File: src/rtl/bus_master_if_pkg.sv
// -----------------------------------------------------------------------------
// bus_master_if_pkg
// Shared definitions for the CPU-to-bus master bridge:
//   - bus widths (data / address / slave select)
//   - position of the region field in the byte address and the region count
//   - FSM state encoding (binary)
//   - helper function telling whether a region maps to a slave
// -----------------------------------------------------------------------------
package bus_master_if_pkg;

    localparam int WB_DATA_BUS   = 32;
    localparam int WB_ADDR_BUS   = 32;
    localparam int WB_SELECT_BUS = 16;

    // Region field = top nibble of the byte address
    localparam int REGION_MSB   = 31;
    localparam int REGION_LSB   = 28;
    localparam int REGION_W     = REGION_MSB - REGION_LSB + 1;
    localparam int REGION_COUNT = 8;

    typedef enum logic [1:0] {
        ST_IDLE = 2'b00,
        ST_REQ  = 2'b01,
        ST_WAIT = 2'b10,
        ST_DONE = 2'b11
    } state_t;

    // Regions below REGION_COUNT have a slave behind them; the rest are holes
    function automatic logic region_mapped(input logic [REGION_W-1:0] region);
        return (region < REGION_W'(REGION_COUNT));
    endfunction

endpackage

File: src/rtl/bus_addr_decode.sv
// -----------------------------------------------------------------------------
// bus_addr_decode
// Purely combinational address decoder.
// Ports:
//   i_addr      in  32  byte address
//   o_select    out 16  one-hot slave select (bits above REGION_COUNT-1 stay 0)
//   o_unmapped  out 1   address falls in a region with no slave
// -----------------------------------------------------------------------------
module bus_addr_decode
    import bus_master_if_pkg::*;
(
    input  logic [WB_ADDR_BUS-1:0]   i_addr,
    output logic [WB_SELECT_BUS-1:0] o_select,
    output logic                     o_unmapped
);

    logic [REGION_W-1:0]   w_region;
    logic [REGION_LSB-1:0] w_unused_offset;

    assign w_region        = i_addr[REGION_MSB:REGION_LSB];
    assign w_unused_offset = i_addr[REGION_LSB-1:0];

    // Region to one-hot select, or flag the hole
    always_comb begin
        o_select   = {WB_SELECT_BUS{1'b0}};
        o_unmapped = 1'b1;
        if (region_mapped(w_region)) begin
            o_select[w_region] = 1'b1;
            o_unmapped         = 1'b0;
        end else begin
            o_select   = {WB_SELECT_BUS{1'b0}};
            o_unmapped = 1'b1;
        end
    end

endmodule

File: src/rtl/bus_master_if.sv
// -----------------------------------------------------------------------------
// bus_master_if
// Bridges a stalling CPU memory port onto a 1-master/8-slave bus.
// Every access walks IDLE -> REQ -> WAIT -> DONE; unmapped accesses jump
// straight from IDLE to DONE with an error. Optional watchdog on WAIT is
// compiled in with the BUS_TIMEOUT_EN macro (TIMEOUT_CYCLES WAIT cycles).
// Ports:
//   clk, rst_n                 clock, asynchronous active-low reset
//   cpu_req_i/addr/we/data_i   CPU request (held until cpu_stall_o drops)
//   cpu_data_o, cpu_err_o      result, valid during the DONE cycle
//   cpu_stall_o                combinational pipeline hold
//   m_addr_o/m_data_o/m_we_o   registered bus request
//   m_select_o                 one-hot slave select, nonzero only in REQ/WAIT
//   m_data_i, m_ack_i          bus response
// -----------------------------------------------------------------------------
module bus_master_if
    import bus_master_if_pkg::*;
#(
    parameter int TIMEOUT_CYCLES = 255
) (
    input  logic                     clk,
    input  logic                     rst_n,
    input  logic                     cpu_req_i,
    input  logic [WB_ADDR_BUS-1:0]   cpu_addr_i,
    input  logic                     cpu_we_i,
    input  logic [WB_DATA_BUS-1:0]   cpu_data_i,
    output logic [WB_DATA_BUS-1:0]   cpu_data_o,
    output logic                     cpu_stall_o,
    output logic                     cpu_err_o,
    output logic [WB_ADDR_BUS-1:0]   m_addr_o,
    output logic [WB_DATA_BUS-1:0]   m_data_o,
    output logic                     m_we_o,
    output logic [WB_SELECT_BUS-1:0] m_select_o,
    input  logic [WB_DATA_BUS-1:0]   m_data_i,
    input  logic                     m_ack_i
);

    state_t                   r_state;
    state_t                   w_state_nxt;
    logic [WB_SELECT_BUS-1:0] r_select;
    logic [WB_SELECT_BUS-1:0] w_dec_select;
    logic                     w_dec_unmapped;
    logic [WB_ADDR_BUS-1:0]   r_addr;
    logic [WB_DATA_BUS-1:0]   r_wdata;
    logic [WB_DATA_BUS-1:0]   r_rdata;
    logic                     r_we;
    logic                     r_err;
    logic                     r_ack_seen;
    logic                     w_load;
    logic                     w_unmapped_hit;
    logic                     w_capture;
    logic                     w_timeout;

`ifdef BUS_TIMEOUT_EN
    localparam logic [7:0] TIMEOUT_LAST = 8'(TIMEOUT_CYCLES - 1);
    logic [7:0] r_wait_cnt;
`else
    logic [7:0] w_unused_timeout;
    assign w_unused_timeout = 8'(TIMEOUT_CYCLES);
`endif

    bus_addr_decode u_decode (
        .i_addr     (cpu_addr_i),
        .o_select   (w_dec_select),
        .o_unmapped (w_dec_unmapped)
    );

    // State register
    always_ff @(posedge clk or negedge rst_n) begin
        if (!rst_n) begin
            r_state <= ST_IDLE;
        end else begin
            r_state <= w_state_nxt;
        end
    end

    // Next-state and datapath strobes
    always_comb begin
        w_state_nxt    = r_state;
        w_load         = 1'b0;
        w_unmapped_hit = 1'b0;
        w_capture      = 1'b0;
        w_timeout      = 1'b0;
        case (r_state)
            ST_IDLE: begin
                if (cpu_req_i) begin
                    if (w_dec_unmapped) begin
                        w_unmapped_hit = 1'b1;
                        w_state_nxt    = ST_DONE;
                    end else begin
                        w_load      = 1'b1;
                        w_state_nxt = ST_REQ;
                    end
                end else begin
                    w_state_nxt = ST_IDLE;
                end
            end
            // REQ exists so select is stable one cycle before the read mux
            // (which uses a delayed select) is sampled in WAIT.
            ST_REQ: w_state_nxt = ST_WAIT;
            ST_WAIT: begin
                if (r_ack_seen || m_ack_i) begin
                    w_capture   = 1'b1;
                    w_state_nxt = ST_DONE;
                end
`ifdef BUS_TIMEOUT_EN
                else if (r_wait_cnt == TIMEOUT_LAST) begin
                    w_timeout   = 1'b1;
                    w_state_nxt = ST_DONE;
                end
`endif
                else begin
                    w_state_nxt = ST_WAIT;
                end
            end
            ST_DONE: w_state_nxt = ST_IDLE;
            default: w_state_nxt = ST_IDLE;
        endcase
    end

    // Bus request, select, ack tracking and CPU result registers
    always_ff @(posedge clk or negedge rst_n) begin
        if (!rst_n) begin
            r_addr     <= 32'h0000_0000;
            r_wdata    <= 32'h0000_0000;
            r_we       <= 1'b0;
            r_select   <= 16'h0000;
            r_rdata    <= 32'h0000_0000;
            r_err      <= 1'b0;
            r_ack_seen <= 1'b0;
        end else begin
            case (r_state)
                ST_IDLE: begin
                    if (w_load) begin
                        r_addr     <= cpu_addr_i;
                        r_wdata    <= cpu_data_i;
                        r_we       <= cpu_we_i;
                        r_select   <= w_dec_select;
                        r_ack_seen <= 1'b0;
                    end else if (w_unmapped_hit) begin
                        r_rdata <= 32'h0000_0000;
                        r_err   <= 1'b1;
                    end
                end
                ST_REQ: begin
                    if (m_ack_i) begin
                        r_ack_seen <= 1'b1;
                    end
                end
                ST_WAIT: begin
                    if (w_capture) begin
                        r_rdata  <= r_we ? 32'h0000_0000 : m_data_i;
                        r_err    <= 1'b0;
                        r_select <= 16'h0000;
                    end else if (w_timeout) begin
                        r_rdata  <= 32'h0000_0000;
                        r_err    <= 1'b1;
                        r_select <= 16'h0000;
                    end
                end
                // Error is a one-cycle pulse aligned with DONE
                ST_DONE: r_err <= 1'b0;
                default: r_select <= 16'h0000;
            endcase
        end
    end

`ifdef BUS_TIMEOUT_EN
    // WAIT watchdog: cleared when a request is launched, counts WAIT cycles
    always_ff @(posedge clk or negedge rst_n) begin
        if (!rst_n) begin
            r_wait_cnt <= 8'd0;
        end else if (w_load) begin
            r_wait_cnt <= 8'd0;
        end else if (r_state == ST_WAIT) begin
            r_wait_cnt <= r_wait_cnt + 8'd1;
        end
    end
`endif

    assign cpu_stall_o = cpu_req_i & (r_state != ST_DONE);
    assign cpu_data_o  = r_rdata;
    assign cpu_err_o   = r_err;
    assign m_addr_o    = r_addr;
    assign m_data_o    = r_wdata;
    assign m_we_o      = r_we;
    assign m_select_o  = r_select;

endmodule

File: config.mk
export PLATFORM = sky130hd
export DESIGN_NAME = bus_master_if
export DESIGN_NICKNAME = d
export VERILOG_FILES = /design/src/rtl/bus_master_if_pkg.sv /design/src/rtl/bus_addr_decode.sv /design/src/rtl/bus_master_if.sv
export SDC_FILE = /design/constraint.sdc
export NUM_CORES = 1
export LEC_CHECK = 0
export ABC_AREA = 1
export ABC_CLOCK_PERIOD_IN_PS = 2300
export CORE_MARGIN = 3
export CORE_UTILIZATION = 48
export CTS_BUF_LIST = sky130_fd_sc_hd__clkbuf_8
export DETAILED_ROUTE_END_ITERATION = 8
export PLACE_DENSITY = 0.88
export REMOVE_ABC_BUFFERS = 1
export SLEW_MARGIN = 20
export SYNTH_ARGS = -nofsm -noshare
export SYNTH_HDL_FRONTEND = slang
export SYNTH_SLANG_ARGS = --single-unit
File: constraint.sdc
create_clock -name clk -period 2.3 [get_ports clk]
set_clock_uncertainty 0.05 [all_clocks]
set_input_delay 0.46 -clock clk [delete_from_list [all_inputs] [get_ports clk]]
set_output_delay 0.46 -clock clk [all_outputs]
set_load 0.05 [all_outputs]
Yosys cells after proc, flatten, opt, wreduce, memory -nomap -nowiden
Cells that the tools add are included.
{"block": "word_totals", "word_cells": 62, "register_bits": 117, "inputBits": 101, "out_inout_bits": 115}
{"block": "op_classes", "bitwise_logic": 1, "reduce_logical": 11, "n_mux": 30, "magnitude_cmp": 3, "n_eq_ne": 9}
{"cell": "32-bit 2-to-1 mux", "count": 4}
{"cell": "32-bit case mux with 2 select lines", "count": 1}
{"cell": "16-bit 2-to-1 mux", "count": 3}
{"cell": "16-bit case mux with 2 select lines", "count": 1}
{"cell": "1-bit 2-to-1 mux", "count": 15}
{"cell": "2-bit inequality test (second input constant)", "count": 6}
{"cell": "2-bit case mux with 4 select lines", "count": 1}
{"cell": "4-bit AND reduction", "count": 2}
{"cell": "3-bit AND reduction", "count": 2}
{"cell": "4-bit by 5-bit < comparator with 1-bit output (second input constant)", "count": 1}
{"cell": "1-bit demux with 4-bit select", "count": 1}
{"cell": "2-bit equality test (second input constant)", "count": 2}
{"cell": "4-bit by 1-bit greater-or-equal comparator with 1-bit output (second input constant)", "count": 1}
{"cell": "4-bit < comparator (second input constant)", "count": 1}
{"cell": "2-bit 2-to-1 mux", "count": 2}
{"cell": "2-bit nonzero test", "count": 2}
{"cell": "1-bit case mux with 3 select lines", "count": 1}
{"cell": "3-bit nonzero test", "count": 1}
{"cell": "2-bit by 1-bit equality test with 1-bit output (second input constant)", "count": 1}
{"cell": "2-bit logical NOT", "count": 1}
{"cell": "1-bit case mux with 2 select lines", "count": 1}
{"cell": "2-bit AND reduction", "count": 1}
{"cell": "1-bit AND", "count": 1}
{"cell": "1-bit logical AND", "count": 1}
{"cell": "1-bit logical OR", "count": 1}

Longest topological paths before layout
{"block": "logic_depth", "ltp_word": 7, "depth_mapped": 8, "mapped_depth_nobuf": 7}

Modules after synthesis
From an unflattened synthesis, not the netlist that was laid out.
{"block": "unflattened", "cells_unflattened": 657, "hier_area_um2": 5260.0}
{"module": "bus_master_if", "area_per_inst_um2": 5121.2, "cells_per_inst": 629, "seq_area_each_um2": 2927.8, "n_inst": 1}
{"module": "bus_addr_decode", "area_per_inst_um2": 138.9, "cells_per_inst": 28, "seq_area_each_um2": 0.0, "n_inst": 1}

Least setup slack after synthesis
OpenSTA, ideal clock, no wires.
{"block": "synth_path", "path_type": "register to output", "start": "register r_state[0]", "end": "output port cpu_stall_o", "path_slack_ns": 0.524, "stages_incl_launch_ff": 3, "arrival_ns": 1.266, "t_required_ns": 1.790, "n_path_buf": 0, "cell_sequence": "dfrtp_1 -> ha_1 -> nor2_1"}
{"block": "synth_via", "elab_chain_cells": 2}
{"element": "from (decl)", "line": "bus_master_if.sv:38", "source": "state_t r_state;"}
{"element": "from (signal assigned)", "line": "bus_master_if.sv:73", "source": "r_state <= w_state_nxt;"}
{"element": "2-bit inequality test", "line": "bus_master_if.sv:181", "source": "assign cpu_stall_o = cpu_req_i & (r_state != ST_DONE);"}
{"element": "1-bit AND", "line": "bus_master_if.sv:181"}
{"element": "to (decl)", "line": "bus_master_if.sv:28", "source": "output logic cpu_stall_o,"}
No other way between the ends.

Final worst setup path
{"block": "layout_path", "start": "register r_rdata[5], in the netlist cpu_data_o[5]", "end": "output port cpu_data_o[5]"}
{"element": "from (decl)", "line": "bus_master_if.sv:45", "source": "logic [WB_DATA_BUS-1:0] r_rdata;"}
{"element": "from (signal assigned)", "line": "bus_master_if.sv:152", "source": "r_rdata <= r_we ? 32'h0000_0000 : m_data_i;"}
{"element": "to (decl)", "line": "bus_master_if.sv:27", "source": "output logic [WB_DATA_BUS-1:0] cpu_data_o,"}
No word-level cell between the ends.

==> flow_summary.toml <==
[synthesis]
synth_simple_gate_area_share_pct = 22.0
netlist_area_um2 = 5250
synth_top_cells_by_area = "dfrtp_1 56%, nand2_1 10%, inv_1 7.5%"
yosys_warnings = 0
yosys.area_share.xor_xnor_pct = 0
combinational_family_with_the_most_area_after_synthesis = "simple AND/OR/NAND/NOR gates"
synthMuxAreaShare_pct = 0
syn_area_per_cell_um2 = 8.83
synth_area_leader_cell = "dfrtp_1"
synth.top_cell.area_share_pct = 55.8
postSynthCellCount = 594
synth_compound_gate_area_share_pct = 8.13
ys_seq_area_share_pct = 55.8
unique_cell_type_count_in_the_yosys_netlist = 24
yosys.area_share.adder_pct = 1.19
yosys_reg_bits = 117

[status]
outcome = "completed"

[clocking]
root_buffer_cell = "clkbuf_8"
hold_bufs_at_cts = 0
cts_inserted_buffers = 17
cts_num_sinks = 117
post-cts-setup-buffer-count = 0
h-tree-depth = 4
cts_tree = "yes"
cts-root-to-sink-buffers = 2
cts_repair_resize_count = 0
worst_setup_hold_path_clk_slew_ps = 70
worstSkewPairLatency_ps = 420

[floorplanning]
placement_rows = 37
floorplan.core_area_um2 = 10500
ios = 216
die_area_um2 = 12200
die_y_um = 111
floorplan.initialDensity_pct = 50.1
die_w_um = 111

[finish]
finalNetCount = 913
drive_above_1_share_pct = 11.8
fillerInstances = 718
antenna_cells_inserted = 0
postLayoutCoreUtil_pct = 75.2
syn_to_final_growth_pct = 50.0

[pwr]
pwr_density_cell_nw_per_um2 = 1480
power.ir.vdd_worst_v = 0.000833
design_power_total_mw = 11.7
p_leak_nw = 4.06

[worst_setup_path]
critPathMaxStageDelay_ps = 850
setup.worst_path.start_class = "flip-flop"
path_max_fanout = 2
criticalPathCategory = "reg -> out"
ff2ff_path_depth = 6
critical_path_cell_list = "clkdlybuf4s50_1"
slowest_stage = "clkdlybuf4s50_1"
timing.critical_path.max_delay_family = "buffers and inverters"
critical_path_rt_ps = 1790
end_kind = "output port"
worst_r2r_startpoint = "r_state[0]"
path_buf_inv = 1
register_to_register_setup_slack_ps = 310
critical_path.reg2reg.endpoint = "cpu_data_o[31]"
critical_path_arrival_ps = 1640

[route]
drtPass1Iterations = 4
antenna_violating_nets_post_route = 0
drcViolationCount = 0
vias_per_cell = 4.75
drt-wirelength-per-cell_um = 14.0
drt_iter0_markers = 235
finalWirelength_um = 13400
num_vias = 4538

[placement]
buffer_ports.inserted = 215
gp_congestion = 0.795
dpl.hpwl_um = 9950

[timing]
worst_pin_slew_ps = 629
timing.final.hold_violations = 0
drv_slew = 0
setup-violations-final = 0
clock.fmax_mhz = 465
grt_setup_unrepaired = "false"
worst_slew_margin_rel_pct = 58.0
final.min_clock_period_ps = 2150
period_share_pct = 93.4

[grt]
antenna_found_initial = 0
grt_pass1_wl_um = 22600
grt_overflow_total = 0
track_usage_pct = 22.8
grt_pass1_vias = 4621
grt_start_max_net_pins = 61

[run]
cap_viol_max_count = 0

[hold_path]
hold_path_class = "in -> async"
kinds of logic after synthesis:
group | count (synthesis)
fa+ha+maj | 5
flops | 117
simple gates | 262
buf+inv | 141
compound gates | 69
sequential cells by signal, indices dropped and copies added, names as in the netlist:
name,count
r_ack_seen,1
r_state,2
m_we_o,1
m_data_o,32
cpu_data_o,32
m_select_o,16
m_addr_o,32
cpu_err_o,1
cell type report:
| cell class | instances | area [µm²] | share of cell area (%) |
|---|---|---|---|
| multi-input cells | 336 | 1650 | 21.0 |
| well taps | 136 | 170 | 2.16 |
| repair buffers | 223 | 2290 | 29.2 |
| clock inverters | 12 | 130 | 1.65 |
| clock buffers | 20 | 275 | 3.50 |
| flip-flops and latches | 117 | 2930 | 37.2 |
| inverters | 112 | 420 | 5.34 |
cell usage after synthesis:
master	number
inv_1	105
nand4_1	1
o21ai_1	20
inv_2	7
nand3_4	2
nand2_1	143
a21oi_2	1
o21a_1	1
buf_2	8
nor2_1	44
dfrtp_1	117
o21ai_0	25
nand2_2	22
ha_1	5
nand3_1	46
buf_1	3
buf_12	2
nand3_2	1
nand2_4	2
clkbuf_1	2
or2_4	1
buf_6	14
o21ai_2	20
a21oi_1	2
power breakdown:
part           leakage [nW]  switching [mW]  internal (mW)
sequential             1.52           0.463           2.82
clock                 0.198           0.841           1.05
combinational          2.34            4.41           2.08
total                  4.06            5.72           5.94
per-layer routing:
metal  vias up  track usage (%)  part of all wire [%]
li1       2212                -                     -
met3        33             8.49                   8.4
met2       207             38.7                    52
met5         -                0                     0
met1      2086             25.6                    37
met4         0             9.85                   2.7
worst max path at each step:
stage                              from              to  cells past startpoint
after floorplan              r_state[0]     m_addr_o[0]                      4
after detailed placement      cpu_req_i  cpu_data_o[31]                      6
after CTS                 cpu_data_o[5]   cpu_data_o[5]                      1
after global placement        cpu_req_i  cpu_data_o[27]                      6
after global routing      cpu_data_o[5]   cpu_data_o[5]                      1
final                     cpu_data_o[5]   cpu_data_o[5]                      1
cell usage in the layout (no fill, tap or decap), types with 5 or more instances in the layout:
master / n
inv_1: 106
clkbuf_8: 20
nand2_2: 22
buf_12: 7
o21ai_1: 20
nand3_1: 46
clkdlybuf4s50_1: 213
inv_2: 7
dfrtp_1: 117
o21ai_2: 20
o21ai_0: 25
nand2_1: 143
ha_1: 5
nor2_1: 44
metrics by stage:
stage | setup WS, ps | hold WS, ps | instances | setup TNS [ps] | instance area [µm²]
finish | 151 | 7.98 | 956 | 0 | 7870
global route | 90.0 | 33.1 | 956 | 0 | 7870
floorplan | -691 | 114 | 565 | -42720 | 4990
global placement | 290 | 401 | 924 | 0 | 7460
detailed placement | 213 | 413 | 924 | 0 | 7460
CTS | 124 | 6.87 | 956 | 0 | 7870
(Power assumes the default switching activity.)
